### src/rtl/health_pkg.sv
// Shared definitions for the nervous alarm path: detector code values,
// the alarm manager state encoding and the width of the run counters.
package health_pkg;

    localparam logic [1:0] NERV_NORMAL   = 2'b00;
    localparam logic [1:0] NERV_MILD     = 2'b01;
    localparam logic [1:0] NERV_MODERATE = 2'b10;
    localparam logic [1:0] NERV_SEVERE   = 2'b11;

    // Run counters only ever need to reach 15 (largest legal threshold).
    localparam int RUN_W = 4;

    typedef enum logic [1:0] {
        IDLE     = 2'd0,
        CONFIRM  = 2'd1,
        ALARM    = 2'd2,
        CLEARING = 2'd3
    } alarm_state_t;

endpackage

### src/rtl/nervous_alarm_manager_if.sv
// Bundle between the nervous shock detector side and the alarm manager.
// The master drives the detector code and operator ack; the slave (the
// alarm manager) returns the latched alarm status.
interface nervous_alarm_manager_if #(
    parameter int CNT_W = 8
);
    logic [1:0]       nervousAbnormality;
    logic             ack;
    logic [1:0]       alarm_level;
    logic             alarm_active;
    logic             alarm_new;
    logic [CNT_W-1:0] event_count;

    modport master (
        output nervousAbnormality,
        output ack,
        input  alarm_level,
        input  alarm_active,
        input  alarm_new,
        input  event_count
    );

    modport slave (
        input  nervousAbnormality,
        input  ack,
        output alarm_level,
        output alarm_active,
        output alarm_new,
        output event_count
    );
endinterface

### src/rtl/run_length_counter.sv
// Counts consecutive enabled samples equal to the value that started the
// run. A different sample restarts the run at 1; a dropped enable empties
// it. The hit flag is combinational and fires on the sample that brings
// the run to THRESH, after which the run starts over.
module run_length_counter
    import health_pkg::*;
#(
    parameter int VAL_W  = 2,
    parameter int THRESH = 3
) (
    input  logic             clock,
    input  logic             reset_n,
    input  logic             en,
    input  logic [VAL_W-1:0] sample,
    output logic             hit
);

    logic [VAL_W-1:0] held;
    logic [RUN_W-1:0] run;
    logic [RUN_W-1:0] run_next;

    // Length the run would have after this sample and whether it qualifies.
    always_comb begin
        run_next = RUN_W'(1);
        if (run != '0 && sample == held) begin
            run_next = run + RUN_W'(1);
        end
        hit = en && (run_next == RUN_W'(THRESH));
    end

    // Hold the run value and length; empty on idle or once the run is consumed.
    always_ff @(posedge clock or negedge reset_n) begin
        if (!reset_n) begin
            run  <= '0;
            held <= '0;
        end else if (!en || hit) begin
            run  <= '0;
        end else begin
            run  <= run_next;
            held <= sample;
        end
    end

endmodule

### src/rtl/nervous_alarm_manager.sv
// Nervous alarm manager: debounces the detector code, latches and escalates
// the alarm level, clears it after operator ack plus a quiet period, and
// counts confirmed events (saturating).
// Build option: define NERVOUS_AUTO_CLEAR_EN to start clearing on a normal
// code without waiting for ack (the ack port is then ignored).
module nervous_alarm_manager
    import health_pkg::*;
#(
    parameter int CONFIRM_CYCLES = 3,
    parameter int CLEAR_CYCLES   = 4,
    parameter int CNT_W          = 8
) (
    input  logic                    clock,
    input  logic                    reset_n,
    nervous_alarm_manager_if.slave  bus
);

    alarm_state_t     state;
    logic [1:0]       code;
    logic [1:0]       level;
    logic             active;
    logic             new_pulse;
    logic [CNT_W-1:0] count;

    logic             esc_en;
    logic             clr_en;
    logic             clr_start;
    logic             conf_hit;
    logic             clr_hit;

    assign code = bus.nervousAbnormality;

    function automatic logic [CNT_W-1:0] sat_inc(input logic [CNT_W-1:0] v);
        return (&v) ? v : v + CNT_W'(1);
    endfunction

    // Decide which run counter is live this cycle for the current state.
    always_comb begin
        esc_en = 1'b0;
        clr_en = 1'b0;
`ifdef NERVOUS_AUTO_CLEAR_EN
        clr_start = (code == NERV_NORMAL);
`else
        clr_start = (code == NERV_NORMAL) && bus.ack;
`endif
        case (state)
            IDLE, CONFIRM: esc_en = (code != NERV_NORMAL);
            ALARM: begin
                esc_en = (code > level);
                clr_en = clr_start;
            end
            CLEARING: begin
                esc_en = (code > level);
                clr_en = (code == NERV_NORMAL);
            end
            default: ;
        endcase
    end

    run_length_counter #(
        .VAL_W  (2),
        .THRESH (CONFIRM_CYCLES)
    ) u_confirm_run (
        .clock   (clock),
        .reset_n (reset_n),
        .en      (esc_en),
        .sample  (code),
        .hit     (conf_hit)
    );

    run_length_counter #(
        .VAL_W  (2),
        .THRESH (CLEAR_CYCLES)
    ) u_clear_run (
        .clock   (clock),
        .reset_n (reset_n),
        .en      (clr_en),
        .sample  (code),
        .hit     (clr_hit)
    );

    // Alarm state machine with registered status outputs.
    always_ff @(posedge clock or negedge reset_n) begin
        if (!reset_n) begin
            state     <= IDLE;
            level     <= NERV_NORMAL;
            active    <= 1'b0;
            new_pulse <= 1'b0;
            count     <= '0;
        end else begin
            new_pulse <= 1'b0;
            case (state)
                IDLE: begin
                    if (code != NERV_NORMAL) begin
                        if (conf_hit) begin
                            state     <= ALARM;
                            active    <= 1'b1;
                            level     <= code;
                            new_pulse <= 1'b1;
                            count     <= sat_inc(count);
                        end else begin
                            state <= CONFIRM;
                        end
                    end
                end
                CONFIRM: begin
                    if (code == NERV_NORMAL) begin
                        state <= IDLE;
                    end else if (conf_hit) begin
                        state     <= ALARM;
                        active    <= 1'b1;
                        level     <= code;
                        new_pulse <= 1'b1;
                        count     <= sat_inc(count);
                    end
                end
                ALARM: begin
                    if (clr_start) begin
                        if (clr_hit) begin
                            state  <= IDLE;
                            active <= 1'b0;
                            level  <= NERV_NORMAL;
                        end else begin
                            state <= CLEARING;
                        end
                    end else if (conf_hit) begin
                        level     <= code;
                        new_pulse <= 1'b1;
                        count     <= sat_inc(count);
                    end
                end
                CLEARING: begin
                    if (code == NERV_NORMAL) begin
                        if (clr_hit) begin
                            state  <= IDLE;
                            active <= 1'b0;
                            level  <= NERV_NORMAL;
                        end
                    end else begin
                        state <= ALARM;
                        if (conf_hit) begin
                            level     <= code;
                            new_pulse <= 1'b1;
                            count     <= sat_inc(count);
                        end
                    end
                end
                default: state <= IDLE;
            endcase
        end
    end

    assign bus.alarm_level  = level;
    assign bus.alarm_active = active;
    assign bus.alarm_new    = new_pulse;
    assign bus.event_count  = count;

endmodule

### src/flat_wrapper.sv
// flat-port wrapper written by rule: the top's interface ports become plain ports
module nervous_alarm_manager_flat import health_pkg::*;
#(
    parameter int CONFIRM_CYCLES = 3,
    parameter int CLEAR_CYCLES   = 4,
    parameter int CNT_W          = 8
)
  (clock, reset_n, bus_nervousAbnormality, bus_ack, bus_alarm_level, bus_alarm_active, bus_alarm_new, bus_event_count);
  nervous_alarm_manager_if #(.CNT_W(CNT_W)) bus_i ();
  input  logic clock;
  input  logic reset_n;
  input wire logic [$bits(bus_i.nervousAbnormality)-1:0] bus_nervousAbnormality;
  input wire logic [$bits(bus_i.ack)-1:0] bus_ack;
  output wire logic [$bits(bus_i.alarm_level)-1:0] bus_alarm_level;
  output wire logic [$bits(bus_i.alarm_active)-1:0] bus_alarm_active;
  output wire logic [$bits(bus_i.alarm_new)-1:0] bus_alarm_new;
  output wire logic [$bits(bus_i.event_count)-1:0] bus_event_count;
  assign bus_i.nervousAbnormality = bus_nervousAbnormality;
  assign bus_i.ack = bus_ack;
  assign bus_alarm_level = bus_i.alarm_level;
  assign bus_alarm_active = bus_i.alarm_active;
  assign bus_alarm_new = bus_i.alarm_new;
  assign bus_event_count = bus_i.event_count;
  nervous_alarm_manager #(.CONFIRM_CYCLES(CONFIRM_CYCLES), .CLEAR_CYCLES(CLEAR_CYCLES), .CNT_W(CNT_W)) u_core (.clock(clock), .reset_n(reset_n), .bus(bus_i));
endmodule
### config.mk
export PLATFORM = sky130hd
export DESIGN_NAME = nervous_alarm_manager_flat
export DESIGN_NICKNAME = d
export VERILOG_FILES = /design/src/rtl/health_pkg.sv /design/src/rtl/nervous_alarm_manager_if.sv /design/src/rtl/run_length_counter.sv /design/src/rtl/nervous_alarm_manager.sv /design/src/flat_wrapper.sv
export SDC_FILE = /design/constraint.sdc
export NUM_CORES = 1
export LEC_CHECK = 0
export CAP_MARGIN = 10
export CORE_MARGIN = 2
export CORE_UTILIZATION = 45
export DETAILED_ROUTE_END_ITERATION = 6
export PLACE_DENSITY_LB_ADDON = 0.15
export SLEW_MARGIN = 20
export SYNTH_ARGS = -nofsm -noshare
export SYNTH_HDL_FRONTEND = slang
export SYNTH_SLANG_ARGS = --single-unit
### constraint.sdc
create_clock -name clock -period 3.34 [get_ports clock]
set_input_delay 0.668 -clock clock [delete_from_list [all_inputs] [get_ports clock]]
set_output_delay 0.668 -clock clock [all_outputs]
set_load 0.03 [all_outputs]
==> reports/metrics.cfg <==
[outcome]
status=finished clean

[logic_synthesis]
synthFlopType=dfrtp_1
synthCells=138
synth.distinct_cells=46
syn_nets=150
ys_seq_area_share_pct=43.41
synth_edf_count=0
syn_avg_cell_area_um2=10.86
synthesis.area_mm2=0.001499
ys_seq_elements=26
synth_async_sr_flop_share_pct=100.0
synth_warnings=0

[clock_network]
htree_levels=1
insertion_delay_ps=320
clock_sink_count=26
cts_setup_buffers=0
clock-root-buffer=clkbuf_4
clk_pin_slew_ps=140
cts_resized=0
numCtsBuffers=3
cts_hold_buf=0
clock_path_buffers=2
cts_tree=yes

[cells_and_area]
antenna_cells=0
finalNonFillerCells=200
drive_gt1_share_pct=16.03
fin_nets=169
finalInstanceArea_mm2=0.001730
utilization_pct=55.77
areaGrowthSynthToFinish_pct=15.44

[placed_design]
port_buffers=16
place_area_mm2=0.001694
gp_congestion=0.7698
hpwl_um=1923
dp_worst_setup_slack_ps=438.6
dp.cells=196

[sta]
setup_viol=0
maxSlewHeadroom_pct=73.47
period_share_pct=75.89
worstMarginPinSlew_ps=398.0
slew_viol_final=0
finalHoldViolCount=0
fin_hold_ws_ps=529.8
period_minus_slack_ps=2535
fin_ws_ps=805.3
fmax_mhz=394.5
rsz0062_at_grt=false
skew_ps=1.971
fin_setup_tns_ps=0

[global_routing]
gr-total-overflow=0
grt_pass1_wl_um=4602
grtUsageTotal_pct=16.46
antenna_found_initial=0
grt_max_degree=27
first_global_vias=1067

[critical_path]
worst_ep_arrival_time_ps=2760
crit_type=input pin to flip-flop
end_kind=flip-flop
crit_path_start_kind=input pin
worstPathMaxFanout=12
crit_required_ps=3560

[pwr]
power_leakage_nw=0.6982
p_per_area_mw_per_mm2=496.8
ir_worst_vdd_uv=244.5
p_total_mw=0.8596

[route]
wirelength_um=2561
drt.antenna.violating_nets=0
dr.pass1.iters=4
drc=0
drtIter0Drc=22
vias=1043
viasPerCell=5.215
post_drt_wl_per_cell_um=12.81

[die]
io_pins=17
design.die.area_mm2=0.003809
core_mm2=0.003103
fp.dieW_um=61.72
row_count=20
start_util_pct=48.31
die_y_um=61.72

[job]
cap_violations=0

[hold_path]
min_path_type=flip-flop to flip-flop

==> cell families after synthesis <==
kind of cell    synth area share [%]
buf+inv                        3.839
simple gates                   21.62
mux                            2.504
compound gates                 13.61
xor+xnor                       9.183
fa+ha+maj                      5.843
flops                          43.41
==> final cells by class <==
class | instances | area (µm²)
Clock buffer | 4 | 36.28
Fill cell | 307 | 1373
Inverter | 8 | 30.03
Multi-Input combinational cell | 101 | 790.8
Sequential cell | 26 | 650.6
Tap cell | 44 | 55.05
Timing Repair Buffer | 17 | 167.7
==> routing by layer <==
metal | track usage (%) | share of wire (%) | up-vias
li1 | - | - | 514
met1 | 21.94 | 46 | 505
met2 | 27.07 | 48 | 20
met3 | 1.863 | 3.6 | 4
met4 | 7.295 | 1.6 | 0
met5 | 0 | 0 | -
==> Yosys cell counts, types with 3 or more instances <==
library cell	number	area, µm²
nand3_1	5	25.02
nor3_1	3	15.01
ha_1	7	87.58
and3_1	4	25.02
nand2_1	5	18.77
xor2_1	4	35.03
nand3_2	4	40.04
dfrtp_1	26	650.6
a21oi_1	5	25.02
nor2_1	19	71.32
xnor2_1	8	70.07
inv_1	7	26.28
==> worst max-delay path: stages <==
cell,delay [ps]
clkdlybuf4s50_1,580
ha_1,380
nor2b_1,160
o211ai_2,150
a21oi_4,380
nand2_2,120
mux2_4,310
==> report_power, final <==
part	internal [mW]	switching (mW)
registers	0.352	0.0372
clock network	0.0667	0.0922
logic	0.131	0.181
total	0.549	0.310
==> final timing paths <==
check / depth (start not counted) / endpoint / slack, ps / startpoint
setup / recovery: 7 / u_core.bus.event_count[1] / 810 / bus_nervousAbnormality[1]
hold / removal: 1 / u_core.u_clear_run.held[0] / 530 / u_core.u_clear_run.held[0]
setup reg to reg: 7 / u_core.bus.event_count[1] / 1370 / u_core.bus.alarm_level[1]
hold reg to reg: 1 / u_core.u_clear_run.held[0] / 530 / u_core.u_clear_run.held[0]
max in group asynchronous: 2 / u_core.bus.event_count[7] / 2410 / reset_n
min in group asynchronous: 2 / u_core.u_clear_run.run[1] / 690 / reset_n
==> sequential cells by signal, indices dropped and copies added, names as in the netlist <==
| register | count |
|---|---|
| u_core.bus.alarm_active | 1 |
| u_core.u_confirm_run.run | 4 |
| u_core.state | 2 |
| u_core.u_clear_run.held | 2 |
| u_core.bus.event_count | 8 |
| u_core.u_clear_run.run | 4 |
| u_core.u_confirm_run.held | 2 |
| u_core.bus.alarm_new | 1 |
| u_core.bus.alarm_level | 2 |
==> layout by cell type (no fill, tap or decap), drive strengths merged <==
cell type and count:
clkbuf 4, xnor2 9, xor2 5, nand2b 1
a211oi 2, nand2 6, o211ai 1, or2 1
nor3b 2, a22o 1, nand4 1, nor4bb 1
o21ai 5, and4 1, a211o 2, o2111ai 1
nand3 9, nor3 3, and2 2, nor2b 1
nor2 21, clkdlybuf4s50 16, a21boi 1, buf 1
inv 8, ha 7, and3 4, dfrtp 26
a22oi 1, mux2 3, nor4b 1, and4b 1
o2bb2ai 2, a21oi 6
Power figures use the tool's default switching activity.
